$ cat config.mk
export PLATFORM = sky130hd
export DESIGN_NAME = multi_source_arbiter
export DESIGN_NICKNAME = d
export VERILOG_FILES = /design/src/rtl/multi_source_arbiter_pkg.sv /design/src/rtl/multi_source_arbiter_rr_pick.sv /design/src/rtl/multi_source_arbiter.sv
export SDC_FILE = /design/constraint.sdc
export NUM_CORES = 1
export LEC_CHECK = 0
export ABC_AREA = 1
export CAP_MARGIN = 20
export CORE_MARGIN = 5
export CORE_UTILIZATION = 50
export CTS_CLUSTER_DIAMETER = 120
export DETAILED_ROUTE_END_ITERATION = 10
export GPL_ROUTABILITY_DRIVEN = 1
export PLACE_DENSITY = 0.91
export SLEW_MARGIN = 5
export SYNTH_ARGS = -nofsm -noshare
export SYNTH_HDL_FRONTEND = slang
export SYNTH_SLANG_ARGS = --single-unit
$ cat constraint.sdc
create_clock -name clk -period 5.35 [get_ports clk]
set_input_delay 1.3375 -clock clk [delete_from_list [all_inputs] [get_ports clk]]
set_output_delay 1.3375 -clock clk [all_outputs]
set_load 0.01 [all_outputs]
$ cat src/rtl/multi_source_arbiter_pkg.sv
// Shared constants and helpers for the multi-source arbitrated register.
package multi_src_pkg;

    localparam int MODE_FIXED = 0;
    localparam int MODE_RR    = 1;

    // True when two or more bits of the (zero-extended) request vector are set
    function automatic logic more_than_one(input logic [15:0] v);
        int cnt;
        cnt = 0;
        for (int i = 0; i < 16; i++) begin
            if (v[i]) cnt++;
        end
        return (cnt > 1);
    endfunction

endpackage

$ cat src/rtl/multi_source_arbiter_rr_pick.sv
// Combinational winner selection: first set request at or above ptr, wrapping.
// The request vector is doubled so the wrap-around search becomes a plain
// lowest-bit priority encode; the lower copy is masked below ptr.
module rr_pick #(
    parameter int N     = 4,
    parameter int PTR_W = (N > 1) ? $clog2(N) : 1
) (
    input  logic [N-1:0]     req,
    input  logic [PTR_W-1:0] ptr,
    output logic [PTR_W-1:0] winner,
    output logic             any
);

    logic [N-1:0]   mask;
    logic [2*N-1:0] dbl;
    logic           found;

    // Build the masked double-width vector and encode its lowest set bit
    always_comb begin
        mask   = '0;
        dbl    = '0;
        found  = 1'b0;
        winner = '0;
        any    = |req;
        for (int i = 0; i < N; i++) begin
            mask[i] = (i >= int'(ptr));
        end
        dbl = {req, req & mask};
        for (int i = 0; i < 2 * N; i++) begin
            if (!found && dbl[i]) begin
                found  = 1'b1;
                winner = PTR_W'(i % N);
            end
        end
    end

endmodule

$ cat src/rtl/multi_source_arbiter.sv
// N-source arbitrated register: one winner per cycle drives a single output
// register, and cycles with several requesters are counted as contention.
module multi_source_arbiter
    import multi_src_pkg::*;
#(
    parameter int N_SRC  = 4,
    parameter int DATA_W = 8,
    parameter int MODE   = 1,
    parameter int CNT_W  = 16
) (
    input  logic                    clk,
    input  logic                    rst,
    input  logic [N_SRC-1:0]        req,
    input  logic [N_SRC*DATA_W-1:0] data,
    input  logic                    clr_cnt,
    output logic [DATA_W-1:0]       out_q,
    output logic                    out_valid,
    output logic [N_SRC-1:0]        gnt,
    output logic                    conflict,
    output logic [CNT_W-1:0]        conflict_cnt
);

    localparam int PTR_W = $clog2(N_SRC);

    logic [PTR_W-1:0] ptr;
    logic [PTR_W-1:0] pick_ptr;
    logic [PTR_W-1:0] winner;
    logic [PTR_W-1:0] ptr_next;
    logic             any;
    logic             multi;

    // Fixed priority is round robin with the search always starting at zero
    assign pick_ptr = (MODE == MODE_RR) ? ptr : '0;
    assign multi    = more_than_one(16'(req));
    assign ptr_next = (winner == PTR_W'(N_SRC - 1)) ? '0 : winner + 1'b1;

    rr_pick #(
        .N     (N_SRC),
        .PTR_W (PTR_W)
    ) u_pick (
        .req    (req),
        .ptr    (pick_ptr),
        .winner (winner),
        .any    (any)
    );

    // Output register, grant, pointer and contention pulse; reset wins everything
    always_ff @(posedge clk) begin
        if (rst) begin
            out_q     <= '0;
            out_valid <= 1'b0;
            gnt       <= '0;
            conflict  <= 1'b0;
            ptr       <= '0;
        end else begin
            conflict <= multi;
            if (any) begin
                out_q     <= data[int'(winner) * DATA_W +: DATA_W];
                gnt       <= N_SRC'(1) << winner;
                out_valid <= 1'b1;
                if (MODE == MODE_RR) ptr <= ptr_next;
            end else begin
                gnt       <= '0;
                out_valid <= 1'b0;
            end
        end
    end

    // Saturating contention counter; an explicit clear beats a same-cycle increment
    always_ff @(posedge clk) begin
        if (rst || clr_cnt) begin
            conflict_cnt <= '0;
        end else if (multi && (conflict_cnt != {CNT_W{1'b1}})) begin
            conflict_cnt <= conflict_cnt + 1'b1;
        end
    end

endmodule

Word-level counts from Yosys, hierarchy flattened. Index checks and enable logic that the tools add are counted.

Bits in registers: 32. Word-level logic and storage cells: 59. Input port bits: 39. Output and inout port bits: 30.

$add $sub $neg: 5. Reductions and logical operators: 18. Shift-type cells: 2. Equality and inequality tests: 2. Magnitude comparators: 4. Muxes and demuxes: 20. Bitwise logic cells: 2.

Operator list (number): $add 32x2->32 const B (3); $mux 32 (3); $gt 32x2->1 const B (1); $shiftx 32x6->8 (1); $add 16x1->16 const B (1); $ne 16x16->1 const B (1); $mux 2 (7); $mux 1 (10); $logic_and 1x1->1 (8); $logic_not 1->1 (7); $and 4x4->4 (1); $ge 1x2->1 const A (2); $reduce_or 4->1 (1); $shl 1x2->4 const A (1); $add 2x1->2 const B (1); $eq 2x2->1 const B (1); $ge 2x2->1 const A (1); $reduce_or 2->1 (1); $logic_or 1x1->1 (1); $not 1->1 (1).

Depth between registers and ports, before layout. Gate-level depths: netlist of run 1.

Depth after elaboration: 26. Gate-level depth with buffers: 13. Gate-level depth less buffers: 12.

Cells and area by module. A second synthesis of run 1 with hierarchy kept.

Cells, all modules: 315. Area, all modules: 2052.0 µm².

By module, submodules not included: multi_source_arbiter (sequential area each 640.6 µm², area an instance 1956.9 µm², cells an instance 293, instances 1); rr_pick (sequential area each 0.0 µm², area an instance 95.1 µm², cells an instance 22, instances 1).

Least setup slack after synthesis of run 1. Ideal clock, no wire load.

Path kind: input -> register. Start: in req[0]. End: reg conflict_cnt[4]. Arrival time: 2544 ps. Cell stages on the path: 10. Library setup time: 141 ps. Setup slack: 2666 ps. Path through: inv_1 -> ha_1 -> or2_4 -> nand3_1 -> nand3_2 -> nand2_4 -> nand2_4 -> buf_12 -> nand2_1 -> a21oi_2.

Longest elaborated chain between the ends: 9.

RTL lines: start: declaration (line multi_source_arbiter.sv:13) `input logic [N_SRC-1:0] req,`; $mux 1 * (line multi_source_arbiter_pkg.sv:12) `if (v[i]) cnt++;`; $add 32x2->32 (line multi_source_arbiter_pkg.sv:12); $mux 32 * (line multi_source_arbiter_pkg.sv:12); $add 32x2->32 (line multi_source_arbiter_pkg.sv:12); $mux 32 * (line multi_source_arbiter_pkg.sv:12); $add 32x2->32 (line multi_source_arbiter_pkg.sv:12); $mux 32 * (line multi_source_arbiter_pkg.sv:12); $gt 32x2->1 * (line multi_source_arbiter_pkg.sv:14) `return (cnt > 1);`; $logic_and 1x1->1 * (line multi_source_arbiter.sv:73) `end else if (multi && (conflict_cnt != {CNT_W{1'b1}})) begin`; end signal: assignment (line multi_source_arbiter.sv:74) `conflict_cnt <= conflict_cnt + 1'b1;`; end: declaration (line multi_source_arbiter.sv:20) `output logic [CNT_W-1:0] conflict_cnt`.

Mark *: on every way between the ends. The rest lies on a longest branch, timed or not. A chain may end at the register's enable or synchronous reset.

Worst setup path in the final report of run 1.
Start: in req[2]. End: reg out_q[5].

Longest elaborated chain between the ends: 19.

RTL lines: $and 4x4->4 (line multi_source_arbiter_rr_pick.sv:28) `dbl = {req, req & mask};`; $logic_and 1x1->1 (line multi_source_arbiter_rr_pick.sv:30) `if (!found && dbl[i]) begin`; $mux 1 (line multi_source_arbiter_rr_pick.sv:30); $logic_not 1->1 (line multi_source_arbiter_rr_pick.sv:30); $logic_and 1x1->1 (line multi_source_arbiter_rr_pick.sv:30); $mux 1 (line multi_source_arbiter_rr_pick.sv:30); $logic_not 1->1 (line multi_source_arbiter_rr_pick.sv:30); $logic_and 1x1->1 (line multi_source_arbiter_rr_pick.sv:30); [... 3 more ...]; $mux 1 (line multi_source_arbiter_rr_pick.sv:30); $logic_not 1->1 (line multi_source_arbiter_rr_pick.sv:30); $logic_and 1x1->1 (line multi_source_arbiter_rr_pick.sv:30); $mux 1 (line multi_source_arbiter_rr_pick.sv:30); $logic_not 1->1 (line multi_source_arbiter_rr_pick.sv:30); $logic_and 1x1->1 (line multi_source_arbiter_rr_pick.sv:30); $mux 2 (line multi_source_arbiter_rr_pick.sv:30); $shiftx 32x6->8 (line multi_source_arbiter.sv:58) `out_q <= data[int'(winner) * DATA_W +: DATA_W];`; end signal: assignment (line multi_source_arbiter.sv:58); end: declaration (line multi_source_arbiter.sv:16) `output logic [DATA_W-1:0] out_q,`.

Parallel ways exist; a longest one is shown, timed or not.

==> metrics, run 1 <==
outcome=finished, final reports clean; Yosys reg bits=32; number of placement rows=24; final core occ=0.691; Syn Std Cell Area=0.00219 sq mm; worst-path maximum fanout=20; clock power share=0.339; Seq pwr share=0.387; clock latency on the worst-skew pair=0.29 ns; Peak supply drop=219 uV; Setup Skew=between 0.009 and 0.01 ns; Initial Util=0.510; hold_sp=conflict_cnt[14]; post-route ant nets=0; vias in the first global route=2240; Slowest-stage cell, CP=nand2_1; Via Count=2325; initial antenna violation count=0; Sw Pwr=0.206 mW; Setup Fix Bufs, Post-CTS=0; RSZ-0062 raised after global routing=false; Synth Warn #=0; final non-filler cell total=roughly 450; Tightest Hold Check Type=flop to flop; cell count after synthesis=334; largest family of logic cells by synthesized area=simple AND/OR/NAND/NOR gates; GRT Overall Usage=0.190; layout cells sized above 1=0.0952; mux cell area share after synthesis=0; Max stage delay on crit path=0.57 ns; initial DRC count=197; placed instance count=443; Power per Cell Area=~230 mW/mm^2; CTS Buffer Depth=2; final instance area=0.00297 sq mm; period utilisation layout=0.639; TritonRoute pass-1 iters=6; Seq/Total Area, Yosys=0.292; setup violators final=0; die width=76.2 microns; Post-Route WL=5.80 mm; origin of the worst setup path=req[2]; CP Cell Sequence=clkdlybuf4s50_1, nand2_1, nand2_1, nor2_2, nand3_2, nand2_1, nand2_1, nand3_1, nand3_1, nand2_1, inv_1; syn_nets=~380; placed inst area=about 0.0029 sq mm; largest net degree at the start of global routing=21; Netlist cell types=27; diode count=0; Synth Area per Inst=6.56 sq um; Adder-Cell Fraction of Synth Area=0.0286; CTS Buf Count=5; XOR/XNOR Fraction of Synth Area=0.0360; Rel. slew slack=0.604; final hold vios=0; gpl congestion=0.890; CTS H-tree depth=2; port bufs=68; first-pass GRT wire length=9.56 mm; # resized after CTS=0; grt ovf=0; Slew Limit Fails=0; CP required=5.53 ns; Die Height=76.2 microns; post-layout min period=3.42 ns; Worst setup EP type=flop; Hold-fix buffers, CTS=0; Residual DRC=0; Internal=0.478 mW; Synth Area in Compound Gates=0.0885; Crit Path Category=input port to flop; max_cap viols=0; P_leak=1.33 nW; detailed-route vias per instance=5.16; Ports=69; Final nets=442; clock-pin transition on the worst setup and hold timing paths=0.07 ns; CTS Root Cell=clkbuf_8; Reg-to-Reg Start=pick_ptr[1]; Worst path most repeated cell=nand2_1; FILL cells=366; Sinks on Clock Net=32; Critical Path AT=3.60 ns; Sw Share=0.301; die footprint=between 0.005 and 0.006 sq mm; simple-gate share of the synthesized area=0.404; combinational share of power=0.274; Critical Path Source Type=input port; Core ar.=0.00429 sq mm; Setup TNS=0 ns; Peak Freq=292 MHz; Synth-to-Final Area Change=35.4%; drt wl/cell=approximately 13 microns; actual slew at the worst max-slew pin=between 0.5 and 0.6 ns; DPL Wire Length=approximately 4.5 mm; TritonCTS clock tree=built
final timing paths:
| kind | end | slack [ns] | cells past startpoint |
|---|---|---|---|
| worst max-delay path | out_q[5] | 1.93 | 11 |
| worst min-delay path | conflict_cnt[14] | 0.52 | 2 |
| worst max register to register | out_q[5] | 3.18 | 11 |
| worst min register to register | conflict_cnt[14] | 0.52 | 2 |
Yosys cell counts, drive strengths merged:
cell type / number / area [sq um]
or2: 1 / 8.76
nand2: 76 / 325
buf: 9 / 73.8
nand4: 5 / 31.3
nor2: 19 / 81.3
nand3: 60 / 315
xor2: 8 / 70.1
ha: 5 / 62.6
clkbuf: 2 / 7.51
dfxtp: 32 / 641
nand3b: 7 / 52.6
a21oi: 18 / 124
xnor2: 1 / 8.76
inv: 66 / 248
nor4: 1 / 21.3
o21ai: 14 / 70.1
nor3: 10 / 50.1
critical path, delay by kind of cell:
| kind | cells | cell delay [ns] |
|---|---|---|
| buffers and inverters | 2 | 0.60 |
| and+or+nand+nor | 9 | 1.67 |
registers in the layout, indices dropped and copies added, names as in the netlist:
signal and cells:
conflict 1, out_valid 1, gnt 4, out_q 8, conflict_cnt 16, pick_ptr 2
cell families (layout without fill, tap and decap cells):
group | count (synthesis) | after routing
XOR/XNOR | 9 | 9
buffers and inverters | 77 | 142
flip-flops | 32 | 32
adder cells (fa/ha/maj) | 5 | 5
AO/OA/AOI/OAI | 32 | 32
AND/OR/NAND/NOR | 179 | 179
layout by cell type, fill, tap and decap left out, types with 10 or more instances in the layout:
master | netlist | routed
clkdlybuf4s50_1 | 0 | 68
o21ai_0 | 14 | 14
dfxtp_1 | 32 | 32
nor3_1 | 10 | 10
inv_1 | 64 | 64
nor2_1 | 17 | 17
nand2_1 | 64 | 64
nand3_1 | 57 | 57
nand2_2 | 10 | 10
metal layers:
| layer | wire [microns] | vias to the layer above | global-route usage |
|---|---|---|---|
| li1 | - | 1182 | - |
| met1 | 2430 | 1049 | 0.229 |
| met2 | 2860 | 85 | 0.336 |
| met3 | 437 | 9 | 0.0485 |
| met4 | 79 | 0 | 0.0455 |
| met5 | 0 | - | 0 |
power by group through the flow:
| stage | Combinational, mW | Sequential, mW | Clock [mW] |
|---|---|---|---|
| 6_report | 0.187 | 0.265 | 0.232 |
| 4_1_cts | 0.187 | 0.265 | 0.234 |
| 5_1_grt | 0.206 | 0.266 | 0.250 |
| 2_1_floorplan | 0.109 | 0.275 | 0 |
| 3_3_place_gp | 0.180 | 0.269 | 0 |
| 3_5_place_dp | 0.186 | 0.269 | 0 |
layout make-up:
cell class                      count  area [sq um]  area share
Clock inverter                      3          42.5      0.0143
Sequential cell                    32           641       0.216
Clock buffer                        5          68.8      0.0232
Tap cell                           52          65.1      0.0219
Inverter                           66           248      0.0835
Multi-Input combinational cell    225          1220       0.412
Timing Repair Buffer               68           681       0.229
metrics by stage:
step                setup WS [ns]  power [mW]  hold slack [ns]
floorplan                    2.67       0.384            0.516
global placement             1.84       0.450            0.501
detailed placement           1.69       0.456            0.509
CTS                          1.98       0.686            0.520
global route                 1.73       0.722            0.551
finish                       1.93       0.683            0.518
No activity file was read; power rests on OpenSTA's default activity.
==> inputs of run 2 (changes only) <==
--- a/config.mk
+++ b/config.mk
@@ -8,11 +8,11 @@
 export ABC_AREA = 1
 export CAP_MARGIN = 20
 export CORE_MARGIN = 5
-export CORE_UTILIZATION = 50
+export CORE_UTILIZATION = 42
 export CTS_CLUSTER_DIAMETER = 120
 export DETAILED_ROUTE_END_ITERATION = 10
 export GPL_ROUTABILITY_DRIVEN = 1
-export PLACE_DENSITY = 0.91
+export PLACE_DENSITY = 0.82
 export SLEW_MARGIN = 5
 export SYNTH_ARGS = -nofsm -noshare
 export SYNTH_HDL_FRONTEND = slang
==> constraint.sdc (replaced) <==
create_clock -name clk -period 2.95 [get_ports clk]
set_input_delay 0.7375 -clock clk [delete_from_list [all_inputs] [get_ports clk]]
set_output_delay 0.7375 -clock clk [all_outputs]
set_load 0.01 [all_outputs]
==> run 2 against run 1 <==
Die area is 16% higher. Routed wire length increased by 1.7%. Combinational power is 93% higher. Register-to-register slack worse by 2.2 ns. Clock skew is 0.0018 ns lower. Worst hold slack worse by 0.0035 ns. Sequential share of layout area fell by 0.47 points. First-iteration DRC count fell by 52%. Setup slack lost 1.5 ns. Clock power rose by 50%. Total power grew 74%. Highest routed layer unchanged.
==> metrics, run 2 (synthesis gave the netlist of run 1 again) <==
CTS Root Cell=clkbuf_8; Post-Route WL=5.90 mm; actual slew at the worst max-slew pin=0.514 ns; gpl congestion=0.905; Ports=69; RSZ-0062 raised after global routing=false; max_cap viols=0; CP required=3.12 ns; Rel. slew slack=0.657; period utilisation layout=0.857; Residual DRC=0; final core occ=0.598; initial DRC count=95; drt wl/cell=12.4 microns; Initial Util=0.432; die width=82.2 microns; Worst setup EP type=flop; hold_sp=conflict_cnt[10]; Peak Freq=396 MHz; worst-path maximum fanout=16; max reg flops=16; port bufs=between 60 and 70; Top reg by flops=conflict_cnt; clock latency on the worst-skew pair=0.29 ns; Final WS setup=0.422 ns; diode count=0; clock-pin transition on the worst setup and hold timing paths=0.06 ns; final instance area=0.00303 sq mm; Power per Cell Area=392 mW/mm^2; most common cell after layout, fill and taps aside=clkdlybuf4s50_1; detailed-route vias per instance=5.04; GRT Overall Usage=0.181; Crit Path Category=input port to flop; outcome=finished, final reports clean; Reg-to-Reg Start=conflict_cnt[0]; DPL Wire Length=4.60 mm; Hold-fix buffers, CTS=0; CTS Buffer Depth=2; Setup TNS=0 ns; placed instance count=468; final hold vios=0; post-layout min period=2.53 ns; Via Count=2397; final non-filler cell total=476; Setup Skew=around 0.0074 ns; layout cells sized above 1=0.106; Tightest Hold Check Type=flop to flop; Synth-to-Final Area Change=38.4%; # resized after CTS=0; Total Power=1.19 mW; TritonRoute pass-1 iters=4; first-pass GRT wire length=9.69 mm; Core ar.=0.00507 sq mm; largest net degree at the start of global routing=20; origin of the worst setup path=req[0]; most frequent cells in the layout=clkdlybuf4s50_1, inv_1, nand2_1; biggest regs=conflict_cnt (16), out_q (8), gnt (4); Sinks on Clock Net=32; Critical Path AT=2.70 ns; placed inst area=between 0.002 and 0.003 sq mm; number of placement rows=26; vias in the first global route=approximately 2.3k; initial antenna violation count=0; hold_ws=~0.51 ns; Die Height=82.2 microns; grt ovf=0; Slew Limit Fails=0; CTS Buf Count=5; TritonCTS clock tree=built; Setup Fix Bufs, Post-CTS=0; P_leak=1.36 nW; setup violators final=0; DP Worst Slack=0.141 ns; Critical Path Source Type=input port; CTS H-tree depth=2; Peak supply drop=243 uV; die footprint=0.00676 sq mm; Final nets=~450; post-route ant nets=0
==> run 2: worst max-delay path, stage by stage <==
cell	delay, ns
clkdlybuf4s50_1	0.47
inv_1	0.08
ha_1	0.32
or2_4	0.24
nand3_1	0.09
nand3_2	0.11
nand2_4	0.20
nand2_4	0.17
o21ai_0	0.21
a21oi_1	0.06
==> run 2: final timing paths <==
kind,to,slack (ns),cells after the start
max,conflict_cnt[0],0.42,10
min,conflict_cnt[10],0.51,2
max reg2reg,conflict_cnt[0],0.95,7
min reg2reg,conflict_cnt[10],0.51,2
==> run 2: layout make-up <==
| cell class | count | area, sq um |
|---|---|---|
| multi-input cells | 225 | 1220 |
| repair buffers | 75 | 746 |
| well taps | 70 | 87.6 |
| fillers | 495 | 2040 |
| inverters | 66 | 248 |
| flip-flops and latches | 32 | 641 |
| clock buffers | 8 | 90.1 |
==> run 2: where the power goes <==
part / switching (mW) / internal [mW] / leakage [nW]
Combinational: 0.190 / 0.171 / 1.05
Clock: 0.159 / 0.190 / 0.0455
Sequential: 0.0170 / 0.463 / 0.262
==> run 2: metal layers <==
metal  up-vias  wire, microns  track usage
met1      1082           2380        0.207
met5         -              0            0
met3        14            520       0.0531
li1       1201              -            -
met4         0            100       0.0598
met2       100           2900        0.321
